## src/rtl/ler_botao_if.sv

```systemverilog
// Request/response bundle between the game controller and the button reader.
// The master drives enable and the raw buttons; the slave (ler_botao) answers.
interface ler_botao_if;
   logic       enable;
   logic [3:0] botoes;
   logic [1:0] botao;
   logic       flag;
   logic       timeout;

   modport master (
      output enable,
      output botoes,
      input  botao,
      input  flag,
      input  timeout
   );

   modport slave (
      input  enable,
      input  botoes,
      output botao,
      output flag,
      output timeout
   );
endinterface

```

## src/rtl/ler_botao.sv

```systemverilog
// Captures a single debounced press-and-release of one of four buttons.
// Reports the index with flag, or flag+timeout if no press completes in time.
module ler_botao #(
   parameter int unsigned DEBOUNCE_CYCLES = 50000,
   parameter int unsigned TIMEOUT_CYCLES  = 250000000
) (
   input  logic       clk,
   input  logic       rst_n,
   ler_botao_if.slave bus
);
   localparam int unsigned DEB_W = $clog2(DEBOUNCE_CYCLES);
   localparam int unsigned TO_W  = $clog2(TIMEOUT_CYCLES);
   localparam logic [DEB_W-1:0] DEB_LIM = DEB_W'(DEBOUNCE_CYCLES - 1);
   localparam logic [TO_W-1:0]  TO_LIM  = TO_W'(TIMEOUT_CYCLES - 1);

   typedef enum logic [2:0] {
      IDLE,
      ARM,
      WAIT_PRESS,
      DEBOUNCE,
      WAIT_RELEASE,
      DONE,
      TIMEOUT
   } state_t;

   state_t           state, state_nxt;
   logic [3:0]       sync1, sb;
   logic [DEB_W-1:0] deb_cnt, deb_cnt_nxt;
   logic [TO_W-1:0]  to_cnt, to_cnt_nxt;
   logic [1:0]       cand, cand_nxt;
   logic [1:0]       botao_q, botao_nxt;
   logic             flag_q, flag_nxt;
   logic             timeout_q, timeout_nxt;
   logic             sb_onehot_c;
   logic [1:0]       sb_idx_c;
   logic [3:0]       cand_mask_c;

   function automatic logic [1:0] enc(input logic [3:0] v);
      logic [1:0] r;
      r = 2'd0;
      case (v)
         4'b0010: r = 2'd1;
         4'b0100: r = 2'd2;
         4'b1000: r = 2'd3;
         default: r = 2'd0;
      endcase
      return r;
   endfunction

   assign sb_onehot_c = (sb != 4'd0) && ((sb & (sb - 4'd1)) == 4'd0);
   assign sb_idx_c    = enc(sb);
   assign cand_mask_c = 4'b0001 << cand;

   assign bus.botao   = botao_q;
   assign bus.flag    = flag_q;
   assign bus.timeout = timeout_q;

   // Two-flop synchronizer for the asynchronous buttons
   always_ff @(posedge clk or negedge rst_n) begin
      if (!rst_n) begin
         sync1 <= 4'd0;
         sb    <= 4'd0;
      end else begin
         sync1 <= bus.botoes;
         sb    <= sync1;
      end
   end

   always_ff @(posedge clk or negedge rst_n) begin
      if (!rst_n) begin
         state     <= IDLE;
         deb_cnt   <= '0;
         to_cnt    <= '0;
         cand      <= 2'd0;
         botao_q   <= 2'd0;
         flag_q    <= 1'b0;
         timeout_q <= 1'b0;
      end else begin
         state     <= state_nxt;
         deb_cnt   <= deb_cnt_nxt;
         to_cnt    <= to_cnt_nxt;
         cand      <= cand_nxt;
         botao_q   <= botao_nxt;
         flag_q    <= flag_nxt;
         timeout_q <= timeout_nxt;
      end
   end

   // Next state; to_cnt runs continuously across ARM/WAIT_PRESS/DEBOUNCE
   always_comb begin
      state_nxt   = state;
      deb_cnt_nxt = deb_cnt;
      to_cnt_nxt  = to_cnt;
      cand_nxt    = cand;
      botao_nxt   = botao_q;
      flag_nxt    = flag_q;
      timeout_nxt = timeout_q;

      if (state != IDLE && !bus.enable) begin
         state_nxt   = IDLE;
         deb_cnt_nxt = '0;
         to_cnt_nxt  = '0;
         flag_nxt    = 1'b0;
         timeout_nxt = 1'b0;
      end else if ((state == ARM || state == WAIT_PRESS || state == DEBOUNCE)
                   && to_cnt == TO_LIM) begin
         state_nxt   = TIMEOUT;
         deb_cnt_nxt = '0;
         to_cnt_nxt  = '0;
         botao_nxt   = 2'd0;
         flag_nxt    = 1'b1;
         timeout_nxt = 1'b1;
      end else begin
         case (state)
            IDLE: begin
               deb_cnt_nxt = '0;
               to_cnt_nxt  = '0;
               if (bus.enable) begin
                  state_nxt = ARM;
               end
            end
            ARM: begin
               to_cnt_nxt = to_cnt + TO_W'(1);
               if (sb == 4'd0) begin
                  state_nxt = WAIT_PRESS;
               end
            end
            WAIT_PRESS: begin
               to_cnt_nxt = to_cnt + TO_W'(1);
               if (sb_onehot_c) begin
                  state_nxt   = DEBOUNCE;
                  cand_nxt    = sb_idx_c;
                  deb_cnt_nxt = '0;
               end
            end
            DEBOUNCE: begin
               to_cnt_nxt = to_cnt + TO_W'(1);
               if (sb == cand_mask_c) begin
                  if (deb_cnt == DEB_LIM) begin
                     state_nxt   = WAIT_RELEASE;
                     deb_cnt_nxt = '0;
                  end else begin
                     deb_cnt_nxt = deb_cnt + DEB_W'(1);
                  end
               end else begin
                  state_nxt   = WAIT_PRESS;
                  deb_cnt_nxt = '0;
               end
            end
            WAIT_RELEASE: begin
               to_cnt_nxt = '0;
               if (sb == 4'd0) begin
                  if (deb_cnt == DEB_LIM) begin
                     state_nxt   = DONE;
                     deb_cnt_nxt = '0;
                     botao_nxt   = cand;
                     flag_nxt    = 1'b1;
                  end else begin
                     deb_cnt_nxt = deb_cnt + DEB_W'(1);
                  end
               end else begin
                  deb_cnt_nxt = '0;
               end
            end
            DONE, TIMEOUT: begin
               deb_cnt_nxt = '0;
               to_cnt_nxt  = '0;
            end
            default: begin
               state_nxt   = IDLE;
               deb_cnt_nxt = '0;
               to_cnt_nxt  = '0;
            end
         endcase
      end
   end
endmodule

```

## src/flat_wrapper.sv

```systemverilog
// flat-port wrapper written by rule: the top's interface ports become plain ports
module ler_botao_flat 
#(
   parameter int unsigned DEBOUNCE_CYCLES = 50000,
   parameter int unsigned TIMEOUT_CYCLES  = 250000000
)
  (clk, rst_n, bus_enable, bus_botoes, bus_botao, bus_flag, bus_timeout);
  ler_botao_if bus_i ();
  input  logic clk;
  input  logic rst_n;
  input wire logic [$bits(bus_i.enable)-1:0] bus_enable;
  input wire logic [$bits(bus_i.botoes)-1:0] bus_botoes;
  output wire logic [$bits(bus_i.botao)-1:0] bus_botao;
  output wire logic [$bits(bus_i.flag)-1:0] bus_flag;
  output wire logic [$bits(bus_i.timeout)-1:0] bus_timeout;
  assign bus_i.enable = bus_enable;
  assign bus_i.botoes = bus_botoes;
  assign bus_botao = bus_i.botao;
  assign bus_flag = bus_i.flag;
  assign bus_timeout = bus_i.timeout;
  ler_botao #(.DEBOUNCE_CYCLES(DEBOUNCE_CYCLES), .TIMEOUT_CYCLES(TIMEOUT_CYCLES)) u_core (.clk(clk), .rst_n(rst_n), .bus(bus_i));
endmodule
```

## config.mk

```make
export PLATFORM = sky130hd
export DESIGN_NAME = ler_botao_flat
export DESIGN_NICKNAME = d
export VERILOG_FILES = /design/src/rtl/ler_botao_if.sv /design/src/rtl/ler_botao.sv /design/src/flat_wrapper.sv
export SDC_FILE = /design/constraint.sdc
export NUM_CORES = 1
export LEC_CHECK = 0
export ABC_CLOCK_PERIOD_IN_PS = 3400
export CAP_MARGIN = 10
export CORE_ASPECT_RATIO = 2
export CORE_MARGIN = 4
export CORE_UTILIZATION = 61
export CTS_CLUSTER_DIAMETER = 150
export CTS_CLUSTER_SIZE = 40
export DETAILED_ROUTE_END_ITERATION = 8
export PLACE_DENSITY = 0.8
export RECOVER_POWER = 50
export SLEW_MARGIN = 20
export SYNTH_ARGS = -nofsm -noshare
export SYNTH_HDL_FRONTEND = slang
export SYNTH_SLANG_ARGS = --single-unit
```

## constraint.sdc

```tcl
create_clock -name clk -period 3.4 [get_ports clk]
set_input_delay 0.68 -clock clk [delete_from_list [all_inputs] [get_ports clk]]
set_output_delay 0.68 -clock clk [all_outputs]
set_load 0.01 [all_outputs]
```

# Yosys cells after proc, flatten, opt, wreduce, memory -nomap -nowiden
# Index checks and enable logic that the tools add are counted.
# word_totals
register_bits	61
input_bits	7
out_inout_bits	4
word_cells	93
# op_classes
add_sub_neg	3
n_eq_ne	20
shift	1
mux	32
bitwise_logic	3
reduce_logical	25
# ops
op	n
$mux 16	6
$mux 28	3
$pmux 16 s4	1
$add 28x1->28 const B	1
$eq 28x28->1 const B	1
$mux 3	9
$pmux 3 s6	1
$add 16x1->16 const B	1
$eq 16x16->1 const B	1
$reduce_bool 3->1	4
$eq 3x3->1 const B	3
$logic_not 4->1	2
$mux 2	4
$ne 4x1->1 const B	2
$ne 4x2->1 const B	2
$reduce_and 4->1	2
$reduce_bool 2->1	4
$mux 1	7
$reduce_and 7->1	1
$eq 3x2->1 const B	2
$pmux 2 s3	1
$ne 5x4->1 const B	1
$and 4x4->4	1
$eq 4x2->1 const B	1
19 further kinds	23

# Logic depth before layout (Yosys ltp)
# logic_depth
word_depth	8
ltp_mapped	10
depth_no_buf	7

# Worst setup path before layout
# OpenSTA, ideal clock, no wires.
# synth_timing
kind	flip-flop to flip-flop
start	register u_core.to_cnt[10]
end	register u_core.state[0]
arrival_time_ns	2.396
required_ns	3.275
setup_slack_ns	0.878
path_stages_with_launch	7
n_path_buf	0
period_less_slack_ns	2.522
path_cell_list	dfrtp_1 > or4b_1 > or4_4 > o31ai_2 > a21oi_1 > or3_4 > mux2_4
# synth_between
elab_chain_cells	4
word_cells_on_any_way	12
# synth_lines
element	line_no	source
from (decl)	ler_botao.sv:29	logic [TO_W-1:0] to_cnt, to_cnt_nxt;
from (signal assigned)	ler_botao.sv:81	to_cnt <= to_cnt_nxt;
$eq 28x28->1 *	ler_botao.sv:106	&& to_cnt == TO_LIM) begin
$logic_and 1x1->1 *	ler_botao.sv:106	
$ne 5x4->1 (no source line) (tied with other cells)	n/a	
$reduce_and 7->1 (no source line) or $mux 3 (tied branches)	n/a	
to (signal assigned)	ler_botao.sv:79	state <= state_nxt;
to (decl)	ler_botao.sv:26	state_t state, state_nxt;
# Mark *: on every way between the ends. The rest lies on a longest branch, timed or not.
# A chain may end at the register's enable or synchronous reset.

# Final worst setup path
# layout_timing
start	register u_core.to_cnt[14]
end	register u_core.state[1]
# Same word-level chain as after synthesis.

==> results.txt <==
The worst hold path begins at u_core.sync1[0]. The run gives 0.211 as the max-slew headroom at the worst pin. The wire length per cell was 16.8 um; the number of hold violations in the final report was 0. The final layout contains 357 nets.

The timing-limited maximum frequency was 381 MHz; the met2 routing resource usage after global routing was 0.449. On the worst path, the slowest cell contributes a delay of 0.54 ns. Largest net degree at the start of global routing: 40. Yosys printed 0 warnings.

Overall power consumption after layout is estimated at 1.76 mW. The run gives 410 as the count of placed standard cells in the final layout, fillers left out. The floorplan die width was 58.8 um; the post-synthesis cell count was 335. The slowest stage of the critical path is the sky130_fd_sc_hd__or4b_1 cell. Setup repair after global routing left no endpoint under its margin. The run gives 6460 um^2 as the area enclosed by the die boundary.

The worst hold path belongs to the class register to register. The number of distinct standard cells referenced by the synthesized netlist was 48; the routability congestion estimate from global placement was 0.907. The run gives 0 as the count of antenna-violating nets left after detailed routing. At the worst endpoint, the required time is 3.63 ns.

The cell sitting at the root of the clock tree is a sky130_fd_sc_hd__clkbuf_8. After floorplanning, the core was sized to cover 4950 um^2. The worst setup path is captured at a register. From synthesis to final layout, the design area changed by 11.2%. Count of buffers added by post-CTS timing repair for setup: 0.

The data arrival time of the critical path came out at 2.85 ns. The number of global-route vias before repair was 2646; the number of cells on the critical path was 6. The tools report the count of fill cells added during filler insertion as 392.

For the met3 demand-to-capacity share in global routing, the log shows 0.0482. The overall global routing resource usage came out at 0.240. The cell area power density is 502 nW/um^2, and the async set-reset flop share out of synthesis is 1.00. The tools report the timing startpoint of the critical path as u_core.to_cnt[14]. Prior to clock tree synthesis, the placed netlist has a worst setup slack of 0.780 ns. TritonCTS built the clock tree.

Number of antenna violations at the first check in global routing: 0. The number of antenna diodes in the final layout is 0. The tools report the number of maximum-capacitance constraint violations as 0. Setup violations remaining at the end of the flow were counted as 0.

Counting along the longest clock path gives a buffer depth of 2. The met1 global-route usage is 0.247, and the synthesized cell area is 3150 um^2. The slew at the pin closest to its max-slew limit came out at 1.18 ns.

Summed over all cells, the static leakage comes to 1.46 nW. The tools report the clock sink count as 61. The count of buffers added on input and output ports is 10.

Startpoint of the worst-slack reg-to-reg timing path: u_core.to_cnt[14]. The number of clock buffers added by TritonCTS is 9. The cell depth of the worst min-delay path was 0. A synthesized cell averages 9.42 um^2. Detailed-route DRC error count: 0. The run finished with clean final reports.

The final worst setup slack is 0.776 ns. On the critical path the largest part of the delay comes from simple AND/OR/NAND/NOR gates. The area taken by flip-flops and latches was 1530 um^2; the detailed-placement wirelength estimate was 4720 um.

Summing over every cut layer, the via total after detailed routing is 2540. For this block, the initial DRC count from the detailed router was 162. STA classifies the critical path startpoint as a register. At the later pin of the worst-skew pair, clock insertion delay measures 0.34 ns.

For the worst flop-to-flop path, the logic depth is 6. The overall die height works out to 110 um. The number of hold buffers added after CTS was 0.

Post-CTS repair changed the size of 0 cells. The start-to-end type of the worst setup path is register to register. The busiest layer in global routing is met2. Clock-pin slew was measured on the worst setup and hold paths at 0.07 ns. Clock skew on the completed layout was measured at 0.0125 ns. The routed design could run at a clock period as short as 2.62 ns.

The run gives 11 as the number of top-level pins. The number of vias per cell works out to 6.20. Worst path buffer plus inverter count: 0. In this run the worst path has a maximum fanout of 8. For this run, the leading register cell type out of synthesis is sky130_fd_sc_hd__dfrtp_1. The run gives 0.484 as the register area share after synthesis. The tools report the overall overflow remaining after global route as 0. Synthesis inferred 61 register bits. The worst-case hold slack came out at 0.349 ns. The total placed cells including tap cells was 394; the proportion of layout cells with a drive suffix above 1 was 0.0907. The multi-input combinational cells in the finished layout cover a total of 1540 um^2. Yosys mapped a number of flops with a built-in enable equal to 0.

After detailed routing, the total wire length is 6870 um. Period utilization: 0.772. Synthesis produced a netlist with a net count of 344.

The logs give 0 for the final count of pins violating max slew and 0 ns for the setup TNS. Worst ir drop on vdd: 407 uV. The initialized floorplan defines 36 standard-cell rows. The initial cell density of the core is 0.637. Traced cell by cell, the critical path runs through or4b_1 -> or3_1 -> nor3_2 -> nor4_1 -> or3_4 -> mux2_4. The wire length of the first global-routing pass was 11800 um; the CTS H-tree depth was 3.

The total iterations of the first detailed-routing run came out at 4.
layer usage:
layer,share of wire,vias up
li1,-,1218
met1,0.39,1264
met2,0.57,42
met3,0.024,16
met4,0.021,0
met5,0,-
placed cells by master, fill, tap and decap left out, types with 11 or more instances in the layout:
cell | Yosys | layout
sky130_fd_sc_hd__a21oi_1 | 13 | 13
sky130_fd_sc_hd__clkbuf_8 | 0 | 12
sky130_fd_sc_hd__dfrtp_1 | 61 | 61
sky130_fd_sc_hd__inv_1 | 13 | 13
sky130_fd_sc_hd__nand2_1 | 19 | 19
sky130_fd_sc_hd__nand3_1 | 28 | 28
sky130_fd_sc_hd__nand4_1 | 13 | 13
sky130_fd_sc_hd__nor2_1 | 50 | 50
sky130_fd_sc_hd__o21ai_0 | 12 | 12
sky130_fd_sc_hd__xnor2_1 | 17 | 17
sky130_fd_sc_hd__xor2_1 | 11 | 11
path summary, 6_finish.rpt:
kind / slack, ns / endpoint
setup / recovery: 0.78 / u_core.state[1]
setup reg to reg: 0.78 / u_core.state[1]
hold / removal: 0.35 / u_core.sb[0]
max in group asynchronous: 1.29 / u_core.to_cnt[0]
hold reg to reg: 0.35 / u_core.sb[0]
min in group asynchronous: 0.55 / u_core.sync1[3]
cells by family (layout without fill, tap and decap cells):
logic type,count (synthesis),after routing,share of synthesized area
AND/OR/NAND/NOR,164,164,0.276
flip-flops,61,61,0.484
AO/OA/AOI/OAI,48,48,0.0940
XOR/XNOR,28,28,0.0777
buffers and inverters,24,42,0.0305
multiplexers,8,8,0.0294
adder cells (fa/ha/maj),2,2,0.00793
metrics by stage:
stage | area, um^2 | utilization
after detailed placement | 3300 | 0.666
after global routing | 3510 | 0.708
after global placement | 3300 | 0.666
after floorplan | 3150 | -
final | 3510 | 0.708
after CTS | 3510 | 0.709
power breakdown:
| part | internal, mW | total [mW] | switching (mW) |
|---|---|---|---|
| registers | 0.760 | 0.808 | 0.0475 |
| logic | 0.113 | 0.281 | 0.168 |
| clock network | 0.397 | 0.673 | 0.276 |
final cells by class:
cell class | instances | area share
Clock inverter | 3 | 0.0121
Tap cell | 57 | 0.0203
Clock buffer | 13 | 0.0481
Multi-Input combinational cell | 250 | 0.438
Timing Repair Buffer | 13 | 0.0325
Sequential cell | 61 | 0.435
Inverter | 13 | 0.0139
flip-flops by register name, summed over array words and instances, names as in the netlist:
signal / count
u_core.cand: 2
u_core.bus.flag: 1
u_core.sync1: 4
u_core.sb: 4
u_core.bus.timeout: 1
u_core.to_cnt: 28
u_core.state: 3
u_core.bus.botao: 2
u_core.deb_cnt: 16
synthesized netlist by cell type, types with 2 or more instances:
master                     instances  area, um^2
sky130_fd_sc_hd__dfrtp_1          61        1530
sky130_fd_sc_hd__nor2_1           50         188
sky130_fd_sc_hd__nand3_1          28         140
sky130_fd_sc_hd__nand2_1          19        71.3
sky130_fd_sc_hd__xnor2_1          17         149
sky130_fd_sc_hd__a21oi_1          13        65.1
sky130_fd_sc_hd__inv_1            13        48.8
sky130_fd_sc_hd__nand4_1          13        81.3
sky130_fd_sc_hd__o21ai_0          12        60.1
sky130_fd_sc_hd__xor2_1           11        96.3
sky130_fd_sc_hd__a31oi_1          10        62.6
sky130_fd_sc_hd__and3_1            9        56.3
sky130_fd_sc_hd__nor4_1            8        50.1
sky130_fd_sc_hd__clkbuf_1          6        22.5
sky130_fd_sc_hd__buf_2             5        25.0
sky130_fd_sc_hd__and4_1            4        35.0
sky130_fd_sc_hd__mux2i_1           4        40.0
sky130_fd_sc_hd__nand2b_1          4        25.0
sky130_fd_sc_hd__nor3_1            4        20.0
sky130_fd_sc_hd__or3_1             4        25.0
sky130_fd_sc_hd__a21o_1            3        22.5
sky130_fd_sc_hd__nor2b_1           3        18.8
sky130_fd_sc_hd__or2_2             3        18.8
sky130_fd_sc_hd__ha_1              2        25.0
sky130_fd_sc_hd__mux2_2            2        22.5
sky130_fd_sc_hd__mux2_4            2        30.0
sky130_fd_sc_hd__nand3b_1          2        15.0
sky130_fd_sc_hd__nor4bb_1          2        20.0
sky130_fd_sc_hd__o21a_1            2        15.0
(Power assumes the default switching activity.)
